<file path="config.mk">
export PLATFORM = sky130hd
export DESIGN_NAME = irq_exc_ctrl_flat
export DESIGN_NICKNAME = d
export VERILOG_FILES = /design/src/rtl/irq_exc_ctrl_pkg.sv /design/src/rtl/irq_exc_ctrl_if.sv /design/src/rtl/irq_exc_ctrl_sync_edge.sv /design/src/rtl/irq_exc_ctrl.sv /design/src/flat_wrapper.sv
export SDC_FILE = /design/constraint.sdc
export NUM_CORES = 1
export LEC_CHECK = 0
export ABC_CLOCK_PERIOD_IN_PS = 2500
export BUFFER_PORTS_ARGS = -buffer_cell sky130_fd_sc_hd__buf_2
export CAP_MARGIN = 10
export CELL_PAD_IN_SITES_DETAIL_PLACEMENT = 2
export CELL_PAD_IN_SITES_GLOBAL_PLACEMENT = 2
export CORE_UTILIZATION = 28
export DETAILED_ROUTE_END_ITERATION = 16
export PLACE_DENSITY = 0.78
export SLEW_MARGIN = 15
export SYNTH_ARGS = -nofsm -noshare
export SYNTH_HDL_FRONTEND = slang
export SYNTH_SLANG_ARGS = --single-unit
</file>
<file path="constraint.sdc">
create_clock -name clk -period 2.5 [get_ports clk]
set_input_delay 0.5 -clock clk [delete_from_list [all_inputs] [get_ports clk]]
set_output_delay 0.5 -clock clk [all_outputs]
set_load 0.01 [all_outputs]
</file>
<file path="src/rtl/irq_exc_ctrl_pkg.sv">
// rtl/irq_exc_ctrl_pkg.sv - shared state encoding, cause layout and default vectors
package irq_pkg;

  typedef enum logic [1:0] {
    ST_USER  = 2'd0,
    ST_TRAP  = 2'd1,
    ST_SUPER = 2'd2
  } trap_state_e;

  localparam int CAUSE_W       = 8;
  localparam int CAUSE_IRQ_BIT = 7;
  localparam int CAUSE_IDX_MSB = 3;

  localparam logic [31:0] IRQ_VEC_DEFAULT = 32'h8000_0004;
  localparam logic [31:0] EXC_VEC_DEFAULT = 32'h8000_0008;

endpackage

</file>
<file path="src/rtl/irq_exc_ctrl_if.sv">
// rtl/irq_exc_ctrl_if.sv - pipeline <-> trap controller signal bundle
interface irq_exc_ctrl_if #(
  parameter int N_IRQ = 4,
  parameter int XLEN  = 32
);
  import irq_pkg::*;

  logic [N_IRQ-1:0]   irq;
  logic               mask_we;
  logic [N_IRQ-1:0]   mask_wdata;
  logic               inst_valid;
  logic               stall;
  logic [XLEN-1:0]    inst_pc;
  logic               exc_req;
  logic               eret;

  logic               trap_taken;
  logic               trap_is_irq;
  logic [XLEN-1:0]    trap_vector;
  logic [XLEN-1:0]    epc;
  logic [CAUSE_W-1:0] cause;
  logic               supervised;
  logic [N_IRQ-1:0]   pending;
  logic [N_IRQ-1:0]   mask;

  modport master (
    output irq, mask_we, mask_wdata, inst_valid, stall, inst_pc, exc_req, eret,
    input  trap_taken, trap_is_irq, trap_vector, epc, cause, supervised, pending, mask
  );

  modport slave (
    input  irq, mask_we, mask_wdata, inst_valid, stall, inst_pc, exc_req, eret,
    output trap_taken, trap_is_irq, trap_vector, epc, cause, supervised, pending, mask
  );

endinterface

</file>
<file path="src/rtl/irq_exc_ctrl_sync_edge.sv">
// rtl/irq_exc_ctrl_sync_edge.sv - per-line synchroniser with rising-edge pulse
module irq_sync_edge #(
  parameter int SYNC_STAGES = 2
) (
  input  logic clk,
  input  logic reset_n,
  input  logic async_i,
  output logic rise_o
);

  logic [SYNC_STAGES-1:0] sync_q;
  logic                   prev_q;

  always_ff @(posedge clk or negedge reset_n) begin
    if (!reset_n) begin
      sync_q <= '0;
      prev_q <= 1'b0;
    end else begin
      sync_q <= {sync_q[SYNC_STAGES-2:0], async_i};
      prev_q <= sync_q[SYNC_STAGES-1];
    end
  end

  assign rise_o = sync_q[SYNC_STAGES-1] & ~prev_q;

endmodule

</file>
<file path="src/rtl/irq_exc_ctrl.sv">
// rtl/irq_exc_ctrl.sv - interrupt/exception trap controller with supervisor-mode FSM
module irq_exc_ctrl
  import irq_pkg::*;
#(
  parameter int              N_IRQ       = 4,
  parameter int              XLEN        = 32,
  parameter int              SYNC_STAGES = 2,
  parameter logic [XLEN-1:0] IRQ_VEC     = IRQ_VEC_DEFAULT,
  parameter logic [XLEN-1:0] EXC_VEC     = EXC_VEC_DEFAULT
) (
  input logic          clk,
  input logic          reset_n,
  irq_exc_ctrl_if.slave bus
);

  trap_state_e        state_q, state_d;
  logic [N_IRQ-1:0]   pending_q, mask_q, rise, eligible, win_oh, clr;
  logic [3:0]         win_idx;
  logic               adv, take_irq, take_exc;
  logic               trap_taken_q, trap_is_irq_q;
  logic [XLEN-1:0]    trap_vector_q, epc_q;
  logic [CAUSE_W-1:0] cause_q, cause_irq;

  for (genvar g = 0; g < N_IRQ; g++) begin : g_sync
    irq_sync_edge #(.SYNC_STAGES(SYNC_STAGES)) u_sync (
      .clk     (clk),
      .reset_n (reset_n),
      .async_i (bus.irq[g]),
      .rise_o  (rise[g])
    );
  end

  assign eligible = pending_q & mask_q;
  assign adv      = bus.inst_valid & ~bus.stall;

  // Walk downward so the lowest eligible index is the last one written.
  always_comb begin
    win_idx = '0;
    win_oh  = '0;
    for (int i = N_IRQ - 1; i >= 0; i--) begin
      if (eligible[i]) begin
        win_idx    = 4'(i);
        win_oh     = '0;
        win_oh[i]  = 1'b1;
      end
    end
  end

  always_comb begin
    cause_irq                   = '0;
    cause_irq[CAUSE_IRQ_BIT]    = 1'b1;
    cause_irq[CAUSE_IDX_MSB:0]  = win_idx;
  end

  always_comb begin
    state_d  = state_q;
    take_irq = 1'b0;
    take_exc = 1'b0;
    case (state_q)
      ST_USER: begin
        if (adv && (eligible != '0)) begin
          state_d  = ST_TRAP;
          take_irq = 1'b1;
        end else if (adv && bus.exc_req) begin
          state_d  = ST_TRAP;
          take_exc = 1'b1;
        end
      end
      ST_TRAP:  state_d = ST_SUPER;
      ST_SUPER: if (adv && bus.eret) state_d = ST_USER;
      default:  state_d = ST_USER;
    endcase
  end

  // A fresh edge on the line being taken re-sets its pending bit.
  assign clr = take_irq ? win_oh : '0;

  always_ff @(posedge clk or negedge reset_n) begin
    if (!reset_n) begin
      state_q       <= ST_USER;
      pending_q     <= '0;
      mask_q        <= '1;
      trap_taken_q  <= 1'b0;
      trap_is_irq_q <= 1'b0;
      trap_vector_q <= '0;
      epc_q         <= '0;
      cause_q       <= '0;
    end else begin
      state_q      <= state_d;
      pending_q    <= (pending_q & ~clr) | rise;
      trap_taken_q <= take_irq | take_exc;
      if (bus.mask_we) mask_q <= bus.mask_wdata;
      if (take_irq || take_exc) begin
        trap_is_irq_q <= take_irq;
        trap_vector_q <= take_irq ? IRQ_VEC : EXC_VEC;
        epc_q         <= bus.inst_pc;
        cause_q       <= take_irq ? cause_irq : '0;
      end
    end
  end

  assign bus.trap_taken  = trap_taken_q;
  assign bus.trap_is_irq = trap_is_irq_q;
  assign bus.trap_vector = trap_vector_q;
  assign bus.epc         = epc_q;
  assign bus.cause       = cause_q;
  assign bus.supervised  = (state_q != ST_USER);
  assign bus.pending     = pending_q;
  assign bus.mask        = mask_q;

endmodule

</file>
<file path="src/flat_wrapper.sv">
// flat-port wrapper written by rule: the top's interface ports become plain ports
module irq_exc_ctrl_flat import irq_pkg::*;
#(
  parameter int              N_IRQ       = 4,
  parameter int              XLEN        = 32,
  parameter int              SYNC_STAGES = 2,
  parameter logic [XLEN-1:0] IRQ_VEC     = IRQ_VEC_DEFAULT,
  parameter logic [XLEN-1:0] EXC_VEC     = EXC_VEC_DEFAULT
)
  (clk, reset_n, bus_irq, bus_mask_we, bus_mask_wdata, bus_inst_valid, bus_stall, bus_inst_pc, bus_exc_req, bus_eret, bus_trap_taken, bus_trap_is_irq, bus_trap_vector, bus_epc, bus_cause, bus_supervised, bus_pending, bus_mask);
  irq_exc_ctrl_if #(.N_IRQ(N_IRQ), .XLEN(XLEN)) bus_i ();
  input logic clk;
  input logic reset_n;
  input wire logic [$bits(bus_i.irq)-1:0] bus_irq;
  input wire logic [$bits(bus_i.mask_we)-1:0] bus_mask_we;
  input wire logic [$bits(bus_i.mask_wdata)-1:0] bus_mask_wdata;
  input wire logic [$bits(bus_i.inst_valid)-1:0] bus_inst_valid;
  input wire logic [$bits(bus_i.stall)-1:0] bus_stall;
  input wire logic [$bits(bus_i.inst_pc)-1:0] bus_inst_pc;
  input wire logic [$bits(bus_i.exc_req)-1:0] bus_exc_req;
  input wire logic [$bits(bus_i.eret)-1:0] bus_eret;
  output wire logic [$bits(bus_i.trap_taken)-1:0] bus_trap_taken;
  output wire logic [$bits(bus_i.trap_is_irq)-1:0] bus_trap_is_irq;
  output wire logic [$bits(bus_i.trap_vector)-1:0] bus_trap_vector;
  output wire logic [$bits(bus_i.epc)-1:0] bus_epc;
  output wire logic [$bits(bus_i.cause)-1:0] bus_cause;
  output wire logic [$bits(bus_i.supervised)-1:0] bus_supervised;
  output wire logic [$bits(bus_i.pending)-1:0] bus_pending;
  output wire logic [$bits(bus_i.mask)-1:0] bus_mask;
  assign bus_i.irq = bus_irq;
  assign bus_i.mask_we = bus_mask_we;
  assign bus_i.mask_wdata = bus_mask_wdata;
  assign bus_i.inst_valid = bus_inst_valid;
  assign bus_i.stall = bus_stall;
  assign bus_i.inst_pc = bus_inst_pc;
  assign bus_i.exc_req = bus_exc_req;
  assign bus_i.eret = bus_eret;
  assign bus_trap_taken = bus_i.trap_taken;
  assign bus_trap_is_irq = bus_i.trap_is_irq;
  assign bus_trap_vector = bus_i.trap_vector;
  assign bus_epc = bus_i.epc;
  assign bus_cause = bus_i.cause;
  assign bus_supervised = bus_i.supervised;
  assign bus_pending = bus_i.pending;
  assign bus_mask = bus_i.mask;
  irq_exc_ctrl #(.N_IRQ(N_IRQ), .XLEN(XLEN), .SYNC_STAGES(SYNC_STAGES), .IRQ_VEC(IRQ_VEC), .EXC_VEC(EXC_VEC)) u_core (.clk(clk), .reset_n(reset_n), .bus(bus_i));
endmodule
</file>
==> run metrics <==
status=complete, no violations; dpl cells=375; commonest non-fill, non-tap cell in the layout=buf_2; PnR worst setup slack=about 480 ps; first-pass GRT wire length=~9 mm; Pwr Total=between 3 and 4 mW; Lkg Pwr=about 1.6 nW; internal power=about 2.5 mW; sw frac=0.309; Worst path max stage delay=between 500 and 600 ps; Syn Inst Count=about 180; post-route minimum period=2020 ps; Comb power frac=0.342; WP buf/inv=1; post-synth top area share=0.539; Worst Tran Pin Value=between 600 and 700 ps; Via density=4.15; Power Dens Cells=between 1000 and 1500 mW/mm^2; post_cts resized=0; WL/cell=between 10 and 15 um; Yosys cell types=26; Final nets=~330; Hold WC Path Type=in -> async; Syn Std Cell Area=between 0.002 and 0.003 sq mm; Setup TNS=0 ps; drt initial violations=33; All-Layer GR Usage=0.125; First-pass DRT Iterations=8; number of CTS-inserted buffers=9; clk sink count=60; sequential-to-total area share from yosys stat=0.580; P&R area growth vs syn=24.0%; DIE HEIGHT=a little under 100 um; H-tree Lvls=3; Req. time, crit path=about 2700 ps; Port-buffer cells=95; maxcap violations=0; Psw=about 1.1 mW; layout cells sized above 1=0.544; Final Skew=between 9 and 10 ps; syn_area_per_cell=about 15 sq um; number of global-route vias before repair=between 1,500 and 2,000; final WL=5.79 mm; hold slack=around 190 ps; WP data arrival=roughly 2200 ps; DRC errors left=0; initial core utilization=0.294; Ports=130; commonest non-fill, non-tap cells in the layout=buf_2, dfrtp_1, conb_1, mux2_4, clkbuf_8; Max IR drop VDD=just over 0.4 mV; Synth area leaders=dfrtp_1, mux2_4, buf_4, dfstp_2, mux2_2; Clk pwr share=0.231; unrepaired setup endpoints after global routing=false; sequential group share of total power=0.428; final worst-path cycle share=0.809; GRT Residual Overflow=0; CTS root buf=clkbuf_8; largest net degree at the start of global routing=36; crit path kind=reg -> reg; post-synth top area cell=dfrtp_1; FILL cells=960; worst skew pair latency=between 300 and 400 ps; Yosys reg bits=60; Top delay family on crit path=simple AND/OR/NAND/NOR gates; Worst Setup End Kind=register; Slew Limit Fails=0; non-filler cells, final=roughly 400; Setup crit start kind=register; HPWL after detailed placement=about 4.3 mm; FMAX=495 MHz; die area=about 0.0097 sq mm; # diodes=0; Slew headroom=0.585; DRT antenna net count=0; Final Hold Fails=0; Core Region=0.00885 sq mm; crit-path cells=or4b_4 > a21o_4 > clkinv_4 > mux2_2; CTS tree=built; Setup Fix Bufs, Post-CTS=0; CTS Buffer Depth=2; antenna violations before repair=0; CP max stage cell=or4b_4; CP Max Fanout=33; Placer Congestion=between 0.6 and 0.7; pre-CTS setup slack=296 ps; Cell Rows=34; Syn. warnings=0; DR vias=1,624; Hold Buf Count CTS=0; count of final setup violators=0; Die Wd=about 98 um; register clock-pin slew on the reported worst setup and hold paths=around 70 ps
[synth_stat cells (all sizes together)]
master  instances
a21o            2
a21oi           2
a221oi          1
a22o            3
a22oi           2
a32o            2
buf            39
clkinv          1
conb            1
dfrtp          56
dfstp           4
inv             7
mux2           35
nand2           5
nand3           3
nand3b          1
nand4           1
nor2            1
nor4b           1
o21ai           6
or2             1
or2b            1
or4b            1
[cell families (layout without fill, tap and decap cells)]
logic type,count (synthesis),in the layout,share of synthesized area
and+or+nand+nor,15,15,0.0337
buffers and inverters,47,121,0.141
muxes,35,35,0.194
AOI/OAI and AO/OA,18,18,0.0510
DFF,60,60,0.580
other,1,34,0.00144
[per-stage QoR]
step | utilization | area [sq um]
2_1_floorplan | - | 2720
3_3_place_gp | 0.342 | 3030
3_5_place_dp | 0.342 | 3030
4_1_cts | 0.364 | 3220
5_1_grt | 0.364 | 3220
6_report | 0.364 | 3220
[flip-flops by register name, summed over array words and instances, names as in the netlist]
name	count
u_core.bus.epc	32
u_core.g_sync.u_sync.sync_q	8
u_core.bus.mask	4
u_core.bus.pending	4
u_core.g_sync.u_sync.prev_q	4
u_core.bus.trap_vector	3
u_core.bus.cause	2
u_core.state_q	2
u_core.bus.trap_taken	1
[cell type report]
| cell class | instances | area, sq um | area share |
|---|---|---|---|
| clock buffer | 15 | 186 | 0.0579 |
| clock inverter | 1 | 5.00 | 0.00155 |
| inverter | 8 | 35.0 | 0.0109 |
| multi-input combinational | 102 | 851 | 0.264 |
| sequential | 60 | 1510 | 0.468 |
| tap | 108 | 135 | 0.0419 |
| timing repair buffer | 97 | 503 | 0.156 |
[final timing paths]
check / startpoint / depth (start not counted) / to / slack (ps)
min reg2reg: u_core.g_sync[2].u_sync.sync_q[0]$_DFF_PN0_ / 0 / u_core.g_sync[2].u_sync.sync_q[1]$_DFF_PN0_ / 350
max in group asynchronous: reset_n / 2 / u_core.bus.epc[19]$_DFFE_PN0P_ / 1690
min: reset_n / 1 / u_core.g_sync[0].u_sync.sync_q[1]$_DFF_PN0_ / 190
max: u_core.state_q[0]$_DFFE_PN0P_ / 4 / u_core.bus.epc[2]$_DFFE_PN0P_ / 480
min in group clk: bus_irq[2] / 1 / u_core.g_sync[2].u_sync.sync_q[0]$_DFF_PN0_ / 290
max reg2reg: u_core.state_q[0]$_DFFE_PN0P_ / 4 / u_core.bus.epc[2]$_DFFE_PN0P_ / 480
[power groups by stage]
| stage | Combinational (mW) | Sequential (mW) | Clock, mW |
|---|---|---|---|
| 2_1_floorplan | 0.666 | 1.66 | 0 |
| 3_3_place_gp | 1.18 | 1.53 | 0 |
| 5_1_grt | 1.31 | 1.58 | 0.903 |
| 6_report | 1.21 | 1.52 | 0.819 |
| 3_5_place_dp | 1.24 | 1.53 | 0 |
| 4_1_cts | 1.24 | 1.53 | 0.857 |
[worst register-to-register path, delay by kind of cell (launching register included)]
kind,cells,cell delay [ps]
muxes,1,390
AOI/OAI and AO/OA,1,230
DFF,1,400
and+or+nand+nor,1,580
buffers and inverters,1,310
[per-layer routing]
| layer | wire length, um | GRT usage |
|---|---|---|
| met1 | 2480 | 0.153 |
| met5 | 0 | 0 |
| met4 | 95 | 0.0654 |
| met2 | 2890 | 0.204 |
| met3 | 316 | 0.0293 |
Note: power is estimated with default switching activity, not from simulation.
